$ cat config.mk
export PLATFORM = sky130hd
export DESIGN_NAME = rx_serial_param
export DESIGN_NICKNAME = d
export VERILOG_FILES = /design/src/rtl/rx_serial_pkg.sv /design/src/rtl/rx_baud_counter.sv /design/src/rtl/rx_serial_param.sv
export SDC_FILE = /design/constraint.sdc
export NUM_CORES = 1
export LEC_CHECK = 0
export CAP_MARGIN = 40
export CORE_UTILIZATION = 38
export DETAILED_ROUTE_END_ITERATION = 6
export PLACE_DENSITY = 0.6
export SETUP_SLACK_MARGIN = 0.5
export SLEW_MARGIN = 20
export SYNTH_ARGS = -nofsm -noshare
export SYNTH_HDL_FRONTEND = slang
export SYNTH_SLANG_ARGS = --single-unit
$ cat constraint.sdc
create_clock -name clock -period 2.5 [get_ports clock]
set_input_delay 0.25 -clock clock [delete_from_list [all_inputs] [get_ports clock]]
set_output_delay 0.25 -clock clock [all_outputs]
set_load 0.05 [all_outputs]
$ cat src/rtl/rx_serial_pkg.sv
// -----------------------------------------------------------------------------
// rx_serial_pkg
// Shared definitions for the parametrised serial receiver (rx_serial_param)
// and its baud counter (rx_baud_counter).
//   state_t   : 4-bit FSM encoding, also driven out on db_estado
//   PAR_*     : parity mode selectors for the PARITY parameter
// -----------------------------------------------------------------------------
package rx_serial_pkg;

  // FSM state encoding. The numeric values are visible on db_estado,
  // so they are fixed explicitly rather than left to the enum default.
  typedef enum logic [3:0] {
    ST_IDLE   = 4'd0,
    ST_START  = 4'd1,
    ST_DATA   = 4'd2,
    ST_PARITY = 4'd3,
    ST_STOP   = 4'd4,
    ST_DONE   = 4'd5
  } state_t;

  // Parity modes
  localparam int PAR_NONE = 0;
  localparam int PAR_EVEN = 1;
  localparam int PAR_ODD  = 2;

endpackage

$ cat src/rtl/rx_baud_counter.sv
// -----------------------------------------------------------------------------
// rx_baud_counter
// Bit-timing counter for the serial receiver. Counts clock cycles and raises
// tick for one cycle when the count reaches its target, then wraps to 0 so
// consecutive bits in the same state are spaced CLK_DIV cycles apart.
//
// Parameters:
//   CLK_DIV   clock cycles per serial bit (4..65535)
// Ports:
//   clock     in   system clock, rising edge
//   reset     in   synchronous, active-high; clears the count
//   zera      in   clear the count (asserted by the FSM on every state entry)
//   meio_sel  in   1: half-bit target CLK_DIV/2-1 (start bit centring)
//                  0: full-bit target CLK_DIV-1
//   tick      out  count equals the selected target (combinational)
// -----------------------------------------------------------------------------
module rx_baud_counter #(
  parameter int CLK_DIV = 434
) (
  input  logic clock,
  input  logic reset,
  input  logic zera,
  input  logic meio_sel,
  output logic tick
);

  localparam int W = (CLK_DIV > 1) ? $clog2(CLK_DIV) : 1;

  localparam logic [W-1:0] FULL_TGT = W'(CLK_DIV - 1);
  localparam logic [W-1:0] HALF_TGT = W'(CLK_DIV / 2 - 1);

  logic [W-1:0] cnt_q;
  logic [W-1:0] cnt_d;
  logic [W-1:0] target;

  always_comb begin
    target = meio_sel ? HALF_TGT : FULL_TGT;
    tick   = (cnt_q == target);
    cnt_d  = cnt_q + W'(1);
    // Wrapping on tick keeps the bit grid aligned while the FSM stays in
    // the same state (DATA, STOP with two stop bits).
    if (zera || tick) begin
      cnt_d = '0;
    end
  end

  always_ff @(posedge clock) begin
    if (reset) begin
      cnt_q <= '0;
    end else begin
      cnt_q <= cnt_d;
    end
  end

endmodule

$ cat src/rtl/rx_serial_param.sv
// -----------------------------------------------------------------------------
// rx_serial_param
// Parametrised asynchronous serial receiver. Detects the start bit, centres
// sampling on each bit, receives DATA_BITS data bits LSB first, optionally
// checks parity, checks STOP_BITS stop bits and reports the word with a
// one-cycle completion pulse plus error flags.
//
// Parameters:
//   CLK_DIV    clock cycles per bit (4..65535)
//   DATA_BITS  data bits per frame (5..9)
//   PARITY     0 none, 1 even, 2 odd
//   STOP_BITS  1 or 2
//
// Ports:
//   clock          in   system clock, rising edge
//   reset          in   synchronous, active-high
//   RX             in   serial line, idle high
//   dados          out  last received word, held until the next frame ends
//   pronto         out  one-cycle completion pulse (also for errored frames)
//   erro_paridade  out  parity error of last frame (always 0 when PARITY=0)
//   erro_stop      out  framing error of last frame (a stop bit sampled low)
//   ocupado        out  FSM not in IDLE
//   db_estado      out  current FSM state encoding
//
// Output protocol: pronto is a pure notification pulse with no backpressure.
// dados, erro_paridade and erro_stop change on the same edge that raises
// pronto and are stable for the whole pulse and afterwards, so a consumer
// may capture them on any edge where pronto is high.
//
// Build option:
//   RX_SYNC_EN  defined: RX goes through a 2-flop synchronizer (flops reset
//               to 1); all sampling and pronto move 2 cycles later.
//               undefined: RX is used as-is and must already be synchronous.
// -----------------------------------------------------------------------------
module rx_serial_param
  import rx_serial_pkg::*;
#(
  parameter int CLK_DIV   = 434,
  parameter int DATA_BITS = 7,
  parameter int PARITY    = 1,
  parameter int STOP_BITS = 1
) (
  input  logic                 clock,
  input  logic                 reset,
  input  logic                 RX,
  output logic [DATA_BITS-1:0] dados,
  output logic                 pronto,
  output logic                 erro_paridade,
  output logic                 erro_stop,
  output logic                 ocupado,
  output logic [3:0]           db_estado
);

  localparam logic [3:0] LAST_DATA = 4'(DATA_BITS - 1);
  localparam logic [3:0] LAST_STOP = 4'(STOP_BITS - 1);

  // ---------------------------------------------------------------------------
  // Line input
  // ---------------------------------------------------------------------------
  logic rx_s;

`ifdef RX_SYNC_EN
  logic [1:0] sync_q;
  logic [1:0] sync_d;

  always_comb begin
    sync_d = {sync_q[0], RX};
  end

  // Reset to the idle level so leaving reset never looks like a start bit.
  always_ff @(posedge clock) begin
    if (reset) begin
      sync_q <= 2'b11;
    end else begin
      sync_q <= sync_d;
    end
  end

  assign rx_s = sync_q[1];
`else
  assign rx_s = RX;
`endif

  // ---------------------------------------------------------------------------
  // Baud counter
  // ---------------------------------------------------------------------------
  logic tick;
  logic zera;
  logic meio_sel;

  rx_baud_counter #(
    .CLK_DIV (CLK_DIV)
  ) u_baud (
    .clock    (clock),
    .reset    (reset),
    .zera     (zera),
    .meio_sel (meio_sel),
    .tick     (tick)
  );

  // ---------------------------------------------------------------------------
  // FSM: state register
  // ---------------------------------------------------------------------------
  state_t state_q;
  state_t state_d;

  always_ff @(posedge clock) begin
    if (reset) begin
      state_q <= ST_IDLE;
    end else begin
      state_q <= state_d;
    end
  end

  // ---------------------------------------------------------------------------
  // Datapath registers
  // ---------------------------------------------------------------------------
  logic [DATA_BITS-1:0] sh_q;
  logic [DATA_BITS-1:0] sh_d;
  logic [3:0]           bit_cnt_q;
  logic [3:0]           bit_cnt_d;
  logic                 par_err_q;
  logic                 par_err_d;
  logic                 stop_err_q;
  logic                 stop_err_d;
  logic [DATA_BITS-1:0] dados_q;
  logic [DATA_BITS-1:0] dados_d;
  logic                 erro_par_q;
  logic                 erro_par_d;
  logic                 erro_stop_q;
  logic                 erro_stop_d;

  // ---------------------------------------------------------------------------
  // FSM: next-state logic
  // ---------------------------------------------------------------------------
  always_comb begin
    state_d = state_q;
    unique case (state_q)
      ST_IDLE: begin
        if (!rx_s) begin
          state_d = ST_START;
        end
      end
      ST_START: begin
        // Mid start bit: a high line means the low pulse was a glitch.
        if (tick) begin
          state_d = rx_s ? ST_IDLE : ST_DATA;
        end
      end
      ST_DATA: begin
        if (tick && (bit_cnt_q == LAST_DATA)) begin
          state_d = (PARITY != PAR_NONE) ? ST_PARITY : ST_STOP;
        end
      end
      ST_PARITY: begin
        if (tick) begin
          state_d = ST_STOP;
        end
      end
      ST_STOP: begin
        if (tick && (bit_cnt_q == LAST_STOP)) begin
          state_d = ST_DONE;
        end
      end
      ST_DONE: begin
        state_d = ST_IDLE;
      end
      default: begin
        state_d = ST_IDLE;
      end
    endcase
  end

  // ---------------------------------------------------------------------------
  // FSM: outputs and baud counter control
  // ---------------------------------------------------------------------------
  always_comb begin
    ocupado   = (state_q != ST_IDLE);
    pronto    = (state_q == ST_DONE);
    db_estado = state_q;
    // Any state change restarts bit timing from zero.
    zera      = (state_d != state_q);
    meio_sel  = (state_q == ST_START);
  end

  // ---------------------------------------------------------------------------
  // Datapath next-value logic
  // ---------------------------------------------------------------------------
  always_comb begin
    sh_d        = sh_q;
    bit_cnt_d   = bit_cnt_q;
    par_err_d   = par_err_q;
    stop_err_d  = stop_err_q;
    dados_d     = dados_q;
    erro_par_d  = erro_par_q;
    erro_stop_d = erro_stop_q;

    unique case (state_q)
      ST_DATA: begin
        if (tick) begin
          // LSB arrives first, so shifting in at the MSB leaves the word
          // correctly aligned after DATA_BITS samples.
          sh_d      = {rx_s, sh_q[DATA_BITS-1:1]};
          bit_cnt_d = bit_cnt_q + 4'd1;
        end
      end
      ST_PARITY: begin
        if (tick) begin
          if (PARITY == PAR_ODD) begin
            par_err_d = ~(^sh_q ^ rx_s);
          end else begin
            par_err_d = ^sh_q ^ rx_s;
          end
        end
      end
      ST_STOP: begin
        if (tick) begin
          bit_cnt_d = bit_cnt_q + 4'd1;
          if (!rx_s) begin
            stop_err_d = 1'b1;
          end
          // Publish on the edge that enters DONE so the word and flags are
          // already valid while pronto is high. The last stop sample is
          // folded in directly since stop_err_q has not seen it yet.
          if (bit_cnt_q == LAST_STOP) begin
            dados_d     = sh_q;
            erro_par_d  = par_err_q;
            erro_stop_d = stop_err_q | ~rx_s;
          end
        end
      end
      ST_DONE: begin
        par_err_d  = 1'b0;
        stop_err_d = 1'b0;
      end
      default: begin
      end
    endcase

    // Bit counter restarts on every state entry (shared by DATA and STOP).
    if (zera) begin
      bit_cnt_d = '0;
    end
  end

  always_ff @(posedge clock) begin
    if (reset) begin
      sh_q        <= '0;
      bit_cnt_q   <= '0;
      par_err_q   <= 1'b0;
      stop_err_q  <= 1'b0;
      dados_q     <= '0;
      erro_par_q  <= 1'b0;
      erro_stop_q <= 1'b0;
    end else begin
      sh_q        <= sh_d;
      bit_cnt_q   <= bit_cnt_d;
      par_err_q   <= par_err_d;
      stop_err_q  <= stop_err_d;
      dados_q     <= dados_d;
      erro_par_q  <= erro_par_d;
      erro_stop_q <= erro_stop_d;
    end
  end

  assign dados         = dados_q;
  assign erro_paridade = erro_par_q;
  assign erro_stop     = erro_stop_q;

endmodule

# --- After elaboration in Yosys (flattened, before gate mapping) ---
# Index checks and enable logic that the tools add are counted.
op_classes:
  muxes: 13
  n_reduce_logical: 17
  bitwise_logic: 3
  add_sub_neg: 2
  eq_ne: 11
op_table:
  columns: ["operator", "n"]
  rows:
  - ["$mux W4", 5]
  - ["$pmux W4 S5", 1]
  - ["$eq A4 B3 Y1 const B", 3]
  - ["$add A9 B1 Y9 const B", 1]
  - ["$eq A9 B9 Y1", 1]
  - ["$mux W9", 1]
  - ["$eq A4 B2 Y1 const B", 2]
  - ["$logic_not A4 Y1", 2]
  - ["$reduce_xor A7 Y1", 1]
  - ["$ne A2 B2 Y1 const B", 3]
  - ["$reduce_and A2 Y1", 3]
  - ["$reduce_and A3 Y1", 2]
  - ["$reduce_or A2 Y1", 3]
  - ["$add A4 B1 Y4 const B", 1]
  - ["$eq A4 B1 Y1 const B", 1]
  - ["$ne A4 B4 Y1", 1]
  - ["$pmux W1 S2", 2]
  - ["$reduce_bool A2 Y1", 2]
  - ["$reduce_bool A4 Y1", 1]
  - ["$mux W1", 3]
  - ["$logic_and A1 B1 Y1", 2]
  - ["$mux W2", 1]
  - ["$logic_or A1 B1 Y1", 1]
  - ["$not A1 Y1", 1]
  - ["2 further kinds", 2]
word_totals:
  output_inout_bits: 15
  reg_bits: 35
  elab_cells: 55

# --- Longest topological paths before layout ---
# Gate-level depths: netlist of the first run.
depth:
  word_depth: 9
  depth_mapped: 8

# --- By module ---
# From an unflattened synthesis of the first run, not the netlist that was laid out.
unflattened:
  cells_unflattened: 194
  area_unflattened_um2: 1719.1
modules_own_cells:
  columns: ["module", "n_inst", "cells_each", "area_each_um2"]
  rows:
  - ["rx_serial_param", 1, 150, 1296.2]
  - ["rx_baud_counter", 1, 44, 422.9]

# --- Least setup slack after synthesis of the first run ---
# No wires, ideal clock.
synth_path:
  path_kind: "register to register"
  start: "reg state_q[0] (netlist: db_estado[0])"
  end: "reg stop_err_q"
  arrival_time_ns: 2.750
  path_slack_ns: -0.464
  n_path_buf: 0
  path_stages_with_launch: 4
  path_cell_list: "dfxtp_1 inv_1 nor4b_1 nor3_1"
synth_between:
  word_cells_on_any_way: 10
synth_lines:
  columns: ["element", "line_no", "source"]
  rows:
  - ["start, declared", "rx_serial_param.sv:104", "state_t state_q;"]
  - ["start signal, assigned", "rx_serial_param.sv:111", "state_q <= state_d;"]
  - ["$eq A4 B3 Y1 (*)", null, null]
  - ["named net pronto", "rx_serial_param.sv:47", "output logic pronto,"]
  - ["$reduce_bool A2 Y1 (no line)", null, null]
  - ["$reduce_and A3 Y1 (no line)", null, null]
  - ["end signal, assigned", "rx_serial_param.sv:259", "stop_err_q <= stop_err_d;"]
  - ["end, declared", "rx_serial_param.sv:124", "logic stop_err_q;"]
# The timed path passes the listed nets; every way through them passes the cells marked *.
# A chain may end at the register's enable or synchronous reset.

# --- Worst setup path after layout of the first run ---
layout_path:
  start: "reg u_baud.cnt_q[1]"
  end: "reg u_baud.cnt_q[7]"
layout_between:
  elab_chain_len: 7
  word_cells_on_any_way: 12
layout_lines:
  columns: ["element", "line_no", "source"]
  rows:
  - ["start, declared", "rx_baud_counter.sv:32", "logic [W-1:0] cnt_q;"]
  - ["start signal, assigned", "rx_baud_counter.sv:51", "cnt_q <= cnt_d;"]
  - ["$eq A9 B9 Y1", "rx_baud_counter.sv:38", "tick = (cnt_q == target);"]
  - ["$logic_and A1 B1 Y1, on equally long branches", "rx_serial_param.sv:161, rx_serial_param.sv:151", null]
  - ["$mux W4, on equally long branches", "rx_serial_param.sv:161, rx_serial_param.sv:151", null]
  - ["$pmux W4 S5", "rx_serial_param.sv:138", "unique case (state_q)"]
  - ["$ne A4 B4 Y1", "rx_serial_param.sv:182", "zera = (state_d != state_q);"]
  - ["$logic_or A1 B1 Y1", "rx_baud_counter.sv:42", "if (zera || tick) begin"]
  - ["$reduce_or A2 Y1 (no line)", null, null]
# Several ways; a longest one is shown, not always the timed one.

==> run_results.csv, run 1 <==
group,metric,value,unit
logic_synthesis,syn_area,1740,um^2
timing,fin_skew,7.47,ps
layout,area_delta_synth_final,33.2,%
timing,fmax,434,MHz
pwr,max-vdd-ir-drop,0.178,mV
setup_path,reg2reg_slack,190,ps
cts,insertion_delay,290,ps
route,vias,1554,
floorplan,die-height,69.6,um
grt,grt_use_met2,27.8,%
logic_synthesis,synth_async_sr_flop_share,0,%
setup_path,crit_path_end,"u_baud.cnt_q[7]",
setup_path,path_class,"reg -> reg",
cts,cts_tree,"yes",
floorplan,fp.dieW,69.6,um
timing,rsz0062_at_grt,"true",
layout,antennaDiodeCount,0,
timing,min_period_over_period,92.2,%
setup_path,startpoint,"u_baud.cnt_q[1]",
timing,finalCriticalPeriod,2310,ps
pwr,leakage,0.794,nW
grt,grtUsageTotal,17.1,%
cts,cts_buffers,5,
logic_synthesis,ys_seq_area_share,40.3,%
logic_synthesis,yosysTopAreaCell,"dfxtp_1",
floorplan,core_area,4380,um^2
setup_path,cp-start-kind,"flop",
logic_synthesis,synth_top_area_share,40.3,%
setup_path,crit_required,2660,ps
setup_path,critical_path.cell_chain,"or4bb_4 -> or4_4 -> a211oi_4 -> o32a_2 -> nor4_1",
setup_path,worstPathArrival,2460,ps
cts,cts_buffer_depth,2,
floorplan,dieArea,4850,um^2
setup_path,cpMaxStageDelayCell,"or4_4",
grt,met3_usage,4.07,%
place,place_congestion,0.786,
route,via_per_inst,5.43,
logic_synthesis,synthFlopType,"dfxtp_1",
timing,whs,501,ps
hold_path,min_path_type,"reg -> reg",
logic_synthesis,synth.most_common_cell,"dfxtp_1",
cts,cts.clk_slew.worst_paths,70,ps
cts,cts_sinks,35,
layout,fill_cells,420,
pwr,power_density,447,nW/um^2
hold_path,hold_path_depth,2,
logic_synthesis,synthCells,193,
setup_path,r2r_end,"u_baud.cnt_q[7]",
grt,antenna_found_initial,0,
timing,slew_viol_final,0,
setup_path,end_kind,"flop",
grt,grt.overflow.total,0,
logic_synthesis,synth_edf_count,0,
route,wl,4.17,mm
floorplan,initial_core_util,39.6,%
status,status,"complete, no violations",
grt,first_global_vias,1399,
grt,grt_start_max_net_pins,22,
logic_synthesis,syn_area_per_cell,9.00,um^2
logic_synthesis,synth.area.top_cells,"dfxtp_1 (40%), mux2i_1 (4.6%), nand2_1 (4.1%)",
grt,top_usage_layer,"met2",
logic_synthesis,ys_ff_latch,35,
cts,htreeDepth,2,
setup_path,r2r-start,"u_baud.cnt_q[1]",
place,hpwl,2.63,mm
timing,setup_viol,0,
place,io_buffer_count,17,
timing,final-hold-violation-count,0,
layout,nets,240,
layout,drive_above_1_share,24.8,%
setup_path,cp_max_fo,13,
route,dr.pass1.iters,4,
timing,fin_setup_tns,0,ps
setup_path,reg2reg_depth,5,
setup_path,slowest_delay,560,ps
route,ant_nets,0,
logic_synthesis,ys_types,43,
logic_synthesis,ys_warn_count,0,
job,drv_cap,0,
hold_path,min_from,"sh_q[4]",
cts,hold_buffers,0,
route,drc,0,
floorplan,pin_count,18,
timing,relSlewSlack,66.8,%
grt,use_met1,22.5,%
floorplan,rows,24,
route,drtIter0Drc,124,
timing,worst_pin_slew,497,ps
logic_synthesis,syn_nets,200,
logic_synthesis,synthTopCellsByCount,"dfxtp_1 (35), nand2_1 (19), nor2_1 (14)",
cts,cts-root-buf,"clkbuf_8",
route,wire_per_inst,14.6,um
grt,grt_pass1_wl,6.65,mm
==> placed cells by master, fill, tap and decap left out, types with 5 or more instances in the layout <==
master	netlist	layout
dfxtp_1	35	27
buf_4	1	21
nand2_1	19	19
clkdlybuf4s50_1	0	15
nor2_1	14	13
a21oi_1	12	10
nor4_1	9	9
mux2i_1	8	8
inv_1	7	7
nand3_1	7	7
xor2_1	7	7
xnor2_1	7	7
o21ai_0	5	5
clkbuf_8	0	5
dfxtp_4	0	5
==> cell type report <==
| cell class | count | area, um^2 | share of cell area (%) |
|---|---|---|---|
| clock buffer | 5 | 68.8 | 2.97 |
| timing repair buffer | 41 | 355 | 15.4 |
| clock inverter | 3 | 18.8 | 0.811 |
| multi-input combinational | 143 | 1060 | 45.7 |
| inverter | 7 | 26.3 | 1.14 |
| sequential | 35 | 723 | 31.2 |
| tap | 52 | 65.1 | 2.81 |
==> power by group <==
part,leakage [nW],internal (mW),switching [mW]
Clock,0.0445,0.194,0.212
Sequential,0.288,0.557,0.00733
Combinational,0.462,0.0222,0.0418
==> worst min-delay path by stage <==
stage | to | slack, ps
3_3_place_gp | par_err_q | 470
2_1_floorplan | par_err_q | 330
6_report | sh_q[4] | 500
3_5_place_dp | par_err_q | 470
5_1_grt | sh_q[4] | 510
4_1_cts | par_err_q | 490
==> per-layer routing <==
layer  vias to the layer above  wire (um)  share of wire (%)
li1                        787          -                  -
met5                         -          0                  0
met4                         0         32               0.77
met1                       735       2010                 48
met3                         4        136                3.3
met2                        28       1990                 48
==> cells by family (layout without fill, tap and decap cells) <==
kind of cell	after synthesis	after routing	share of synthesized area [%]
AO/OA/AOI/OAI	34	34	14.0
XOR/XNOR	14	14	7.06
adder cells (fa/ha/maj)	4	4	2.88
buffers and inverters	15	56	3.89
flip-flops	35	35	40.3
multiplexers	8	8	4.61
other	1	1	0.216
AND/OR/NAND/NOR	82	82	27.1
==> what timing repair did <==
action / CTS / global route
gates resized for setup: 9 / 16
setup buffers: 7 / 9
pin swaps: 3 / 6
endpoints found under the setup margin: 27 / 28
cloned: 1 / 0
==> state kept, by name (all words and copies together), names as in the netlist, 4 cells and up <==
signal,count
db_estado,4
dados,7
sh_q,7
bit_cnt_q,4
u_baud.cnt_q,9
==> worst max-delay path, delay by kind of cell, from the launching register on <==
| kind | cells | cell delay, ps |
|---|---|---|
| simple gates | 3 | 1180 |
| compound gates | 2 | 650 |
| flops | 1 | 340 |
==> per-stage QoR <==
| step | utilization [%] | setup slack [ps] | cell area (um^2) | std cells | power (mW) |
|---|---|---|---|---|---|
| detailed placement | 46.1 | 108 | 2020 | 261 | 0.636 |
| CTS | 49.9 | 177 | 2190 | 277 | 1.04 |
| floorplan | - | 266 | 1770 | 193 | 0.617 |
| global route | 52.8 | 130 | 2310 | 286 | 1.08 |
| global placement | 46.1 | 188 | 2020 | 261 | 0.636 |
| finish | 52.8 | 195 | 2310 | 286 | 1.03 |
No activity file was read; power rests on OpenSTA's default activity.
==> run 2, diff against run 1 <==
--- a/config.mk
+++ b/config.mk
@@ -6,9 +6,9 @@
 export NUM_CORES = 1
 export LEC_CHECK = 0
 export CAP_MARGIN = 40
-export CORE_UTILIZATION = 38
+export CORE_UTILIZATION = 55
 export DETAILED_ROUTE_END_ITERATION = 6
-export PLACE_DENSITY = 0.6
+export PLACE_DENSITY = 0.81
 export SETUP_SLACK_MARGIN = 0.5
 export SLEW_MARGIN = 20
 export SYNTH_ARGS = -nofsm -noshare
==> run_results.csv, run 2 (synthesized netlist as in run 1, its figures left out) <==
group,metric,value,unit
status,status,"complete, no violations",
route,wl_met2,2.45,mm
job,drv_cap,0,
cts,cts_tree,"yes",
layout,fill_cells,182,
timing,slew_viol_final,0,
place,hpwl,2.71,mm
cts,cts-root-buf,"clkbuf_4",
route,vias,1775,
route,dr.pass1.iters,5,
cts,cts_buffers,5,
layout,largest_reg_flops,9,
layout,largest_register,"u_baud.cnt_q",
setup_path,end_kind,"flop",
place,place_congestion,0.881,
floorplan,rows,20,
timing,fin_setup_tns,0,ps
cts,htreeDepth,2,
place,dp.cells,252,
timing,worst_pin_slew,557,ps
timing,final-hold-violation-count,0,
setup_path,cp-start-kind,"flop",
grt,grt_pass1_wl,7.42,mm
grt,grt_start_max_net_pins,22,
setup_path,cp_max_fo,5,
layout,layout_common_cells,"dfxtp_1 (27), nand2_1 (19), buf_4 (17)",
hold_path,min_from,"par_err_q",
setup_path,path_class,"reg -> reg",
grt,first_global_vias,1525,
grt,grt.overflow.total,0,
timing,rsz0062_at_grt,"true",
setup_path,crit_required,2770,ps
cts,cts.clk_slew.worst_paths,140,ps
pwr,max-vdd-ir-drop,0.307,mV
route,drt-met1-wl,2.14,mm
layout,area_delta_synth_final,34.3,%
grt,grtUsageTotal,29.4,%
pwr,leakage,0.789,nW
timing,finalCriticalPeriod,2440,ps
timing,relSlewSlack,62.8,%
floorplan,dieArea,3390,um^2
route,drc,0,
cts,cts_buffer_depth,2,
route,via_per_inst,6.43,
route,dr_wl_met3,463,um
layout,antennaDiodeCount,0,
route,wl,5.25,mm
layout,fin_cells,276,
floorplan,pin_count,18,
timing,fmax,410,MHz
floorplan,initial_core_util,57.4,%
grt,antenna_found_initial,0,
setup_path,worstPathArrival,2710,ps
route,drtIter0Drc,170,
route,top_layer_used,"met4",
floorplan,fp.dieW,58.2,um
cts,cts_sinks,35,
setup_path,startpoint,"u_baud.cnt_q[1]",
timing,setup_viol,0,
layout,nets,238,
pwr,power_density,436,nW/um^2
timing,fin_skew,32.0,ps
route,wire_per_inst,19.0,um
cts,insertion_delay,360,ps
hold_path,min_path_type,"reg -> reg",
floorplan,die-height,58.2,um
setup_path,r2r-start,"u_baud.cnt_q[1]",
timing,min_period_over_period,97.6,%
layout,drive_above_1_share,26.7,%
layout,layout_commonest_cell,"dfxtp_1",
floorplan,core_area,3030,um^2
place,io_buffer_count,17,
route,ant_nets,0,
## run 2: through the flow
stage | hold WS (ps) | utilization, % | cell area, um^2 | total power [mW] | setup slack (ps)
after detailed placement | 461 | 66.2 | 2000 | 0.635 | 139
final | 491 | 77.1 | 2330 | 1.02 | 60.2
after floorplan | 332 | - | 1770 | 0.617 | 266
after global placement | 463 | 66.2 | 2000 | 0.634 | 199
after CTS | 482 | 74.5 | 2260 | 1.01 | 187
after global routing | 512 | 77.1 | 2330 | 1.04 | 17.0
## run 2: layout make-up
type,count,area (um^2),area share [%]
multi-input combinational,144,1110,47.7
sequential,35,721,30.9
timing repair buffer,38,343,14.7
clock buffer,6,62.6,2.68
tap,44,55.1,2.36
inverter,7,26.3,1.13
clock inverter,2,13.8,0.589
## run 2: where the power goes
part	switching (mW)	leakage [nW]	total, mW	internal, mW
Sequential	0.00996	0.287	0.568	0.558
Clock	0.208	0.0434	0.378	0.170
Combinational	0.0467	0.459	0.0719	0.0252
Total	0.265	0.789	1.02	0.754
## run 2: per-layer routing
metal / global-route usage (%) / vias to the layer above
met5: 0 / -
met4: 13.6 / 0
met3: 4.91 / 26
met2: 46.0 / 121
met1: 39.6 / 838
li1: - / 790
## run 2: worst paths after layout
kind	endpoint	depth (start not counted)	slack, ps
setup / recovery	dados[1]	7	60
hold / removal	par_err_q	2	490
setup reg to reg	dados[1]	7	60
hold reg to reg	par_err_q	2	490
## run 2: critical path: stages (launching register included)
cell	delay [ps]
dfxtp_4	360
or4bb_4	540
or4_4	590
a211oi_4	300
buf_4	170
buf_6	120
mux2i_1	230
nor2_1	60
## run 2: timing repair
item,4_1_cts,5_1_grt
resized for setup,23,9
pin swaps,11,3
endpoints found under the setup margin,28,29
buffers inserted,9,5
hold buffers,0,0
cloned,1,1
==> run 3, diff against run 2 <==
--- a/config.mk
+++ b/config.mk
@@ -6,9 +6,10 @@
 export NUM_CORES = 1
 export LEC_CHECK = 0
 export CAP_MARGIN = 40
-export CORE_UTILIZATION = 55
+export CORE_MARGIN = 2
+export CORE_UTILIZATION = 50
 export DETAILED_ROUTE_END_ITERATION = 6
-export PLACE_DENSITY = 0.81
+export PLACE_DENSITY_LB_ADDON = 0.12
 export SETUP_SLACK_MARGIN = 0.5
 export SLEW_MARGIN = 20
 export SYNTH_ARGS = -nofsm -noshare
==> constraint.sdc (replaced) <==
create_clock -name clock -period 2.2 [get_ports clock]
set_input_delay 0.22 -clock clock [delete_from_list [all_inputs] [get_ports clock]]
set_output_delay 0.22 -clock clock [all_outputs]
set_load 0.05 [all_outputs]
==> run_results.csv, run 3 (synthesized netlist as in run 1, its figures left out) <==
group,metric,value,unit
pwr,leakage,0.870,nW
route,ant_nets,0,
route,via_per_inst,5.79,
route,wl,4.22,mm
floorplan,core_area,3340,um^2
timing,timing.final.ws_setup,-108,ps
timing,setup_viol,23,
floorplan,dieArea,3960,um^2
floorplan,initial_core_util,52.1,%
setup_path,end_kind,"flop",
status,status,"finished, violations left",
layout,largest_register,"u_baud.cnt_q",
timing,slew_viol_final,0,
place,pre_cts_ws,-137,ps
cts,htreeDepth,2,
grt,grt.overflow.total,0,
layout,fill_cells,284,
hold_path,min_path_type,"reg -> reg",
route,drc,0,
floorplan,pin_count,18,
setup_path,startpoint,"u_baud.cnt_q[4]",
setup_path,critical_path.cell_chain,"or4bb_4 -> or4_4 -> a211oi_4 -> buf_2 -> mux2i_1 -> nor2_1",
cts,cts_buffer_depth,2,
cts,cts_buffers,5,
setup_path,cp_max_fo,5,
route,dr.pass1.iters,4,
status,violations,"setup timing",
floorplan,die-height,63.0,um
grt,grtUsageTotal,23.3,%
grt,grt_pass1_wl,7.28,mm
setup_path,reg2reg_slack,-110,ps
place,io_buffer_count,17,
cts,cts.clk_slew.worst_paths,110,ps
setup_path,path_class,"reg -> reg",
floorplan,rows,21,
setup_path,r2r_end,"dados[1]",
layout,drive_above_1_share,26.1,%
grt,antenna_found_initial,0,
cts,cts_sinks,35,
setup_path,reg2reg_depth,6,
layout,layout_commonest_cell,"dfxtp_1",
layout,antennaDiodeCount,0,
layout,final_util,69.0,%
setup_path,slowest_delay,570,ps
cts,cts-root-buf,"clkbuf_4",
setup_path,worstPathArrival,2540,ps
layout,largest_reg_flops,9,
setup_path,cp-start-kind,"flop",
grt,grt_start_max_net_pins,22,
layout,layout_common_cells,"dfxtp_1 (26), buf_4 (22), nand2_1 (19)",
cts,cts_tree,"yes",
pwr,power_density,489,nW/um^2
setup_path,cpMaxStageDelayCell,"or4_4",
timing,fin_skew,16.0,ps
timing,final-hold-violation-count,0,
place,hpwl,2.94,mm
floorplan,fp.dieW,63.0,um
hold_path,min_from,"par_err_q",
setup_path,crit_required,2430,ps
hold_path,hold-path-endpoint,"par_err_q",
place,place_congestion,0.830,
setup_path,r2r-start,"u_baud.cnt_q[4]",
timing,fmax,433,MHz
timing,rsz0062_at_grt,"true",
layout,area_delta_synth_final,32.5,%
hold_path,hold_path_depth,2,
route,wire_per_inst,14.8,um
route,drtIter0Drc,158,
grt,first_global_vias,1582,
timing,worst_pin_slew,508,ps
timing,finalCriticalPeriod,2310,ps
job,drv_cap,0,
layout,nets,244,
timing,min_period_over_period,105,%
cts,insertion_delay,350,ps
timing,relSlewSlack,66.3,%
pwr,max-vdd-ir-drop,0.382,mV
route,vias,1643,
==> run 3: cell types whose count changed in the layout (fill, tap and decap cells not counted), sizes merged, moves of 2 or more <==
cell / before / now
buf: 21 / 30
clkbuf: 6 / 8
clkdlybuf4s50: 15 / 2
clkinv: 2 / 0
dlygate4sd2: 1 / 13
==> run 3: worst max-delay path by stage <==
| stage | to | slack, ps |
|---|---|---|
| final | dados[1] | -110 |
| after global routing | dados[0] | -200 |
| after CTS | dados[4] | -70 |
| after detailed placement | dados[4] | -140 |
| after global placement | dados[0] | -40 |
| after floorplan | u_baud.cnt_q[4] | -30 |
==> run 3: cell type report <==
type	count	area, um^2	share of cell area (%)
multi-input cells	143	1050	45.5
clock buffers	8	68.8	2.99
inverters	7	26.3	1.14
flip-flops and latches	35	719	31.2
repair buffers	45	383	16.6
well taps	46	57.6	2.50
==> run 3: through the flow <==
stage          hold WS [ps]  cells  power [mW]  instance area, um^2  TNS (ps)
6_report                476    284        1.13                 2300     -1530
5_1_grt                 532    284        1.16                 2300     -4210
4_1_cts                 473    279        1.12                 2220      -889
3_5_place_dp            457    269       0.727                 2120     -1570
3_3_place_gp            460    269       0.726                 2120      -287
2_1_floorplan           302    193       0.701                 1780      -602
==> run 3: critical path, delay by kind of cell (launching register included) <==
kind	cells	cell delay, ps
compound gates	1	270
buf+inv	1	240
flops	1	350
mux	1	200
simple gates	3	1140
==> run 3: layer usage <==
layer  global-route usage, %  up-vias  share of wire [%]
met1                    29.6      785                 45
met3                    5.41       14                5.2
met2                    37.4       53                 48
met5                       0        -                  0
met4                    10.6        0                2.6
li1                        -      791                  -
==> run 3: power breakdown <==
group | leakage [nW] | switching (mW) | internal, mW | total (mW)
registers | 0.287 | 0.00582 | 0.635 | 0.640
logic | 0.544 | 0.0509 | 0.0286 | 0.0796
clock network | 0.0386 | 0.218 | 0.188 | 0.406
==> run 3: repair_timing <==
item	4_1_cts	5_1_grt
gates resized for setup	26	14
hold buffers	0	0
cloned	0	1
pin swaps	3	8
hold endpoints to repair	0	0
buffers inserted	2	4
setup endpoints to repair	49	37
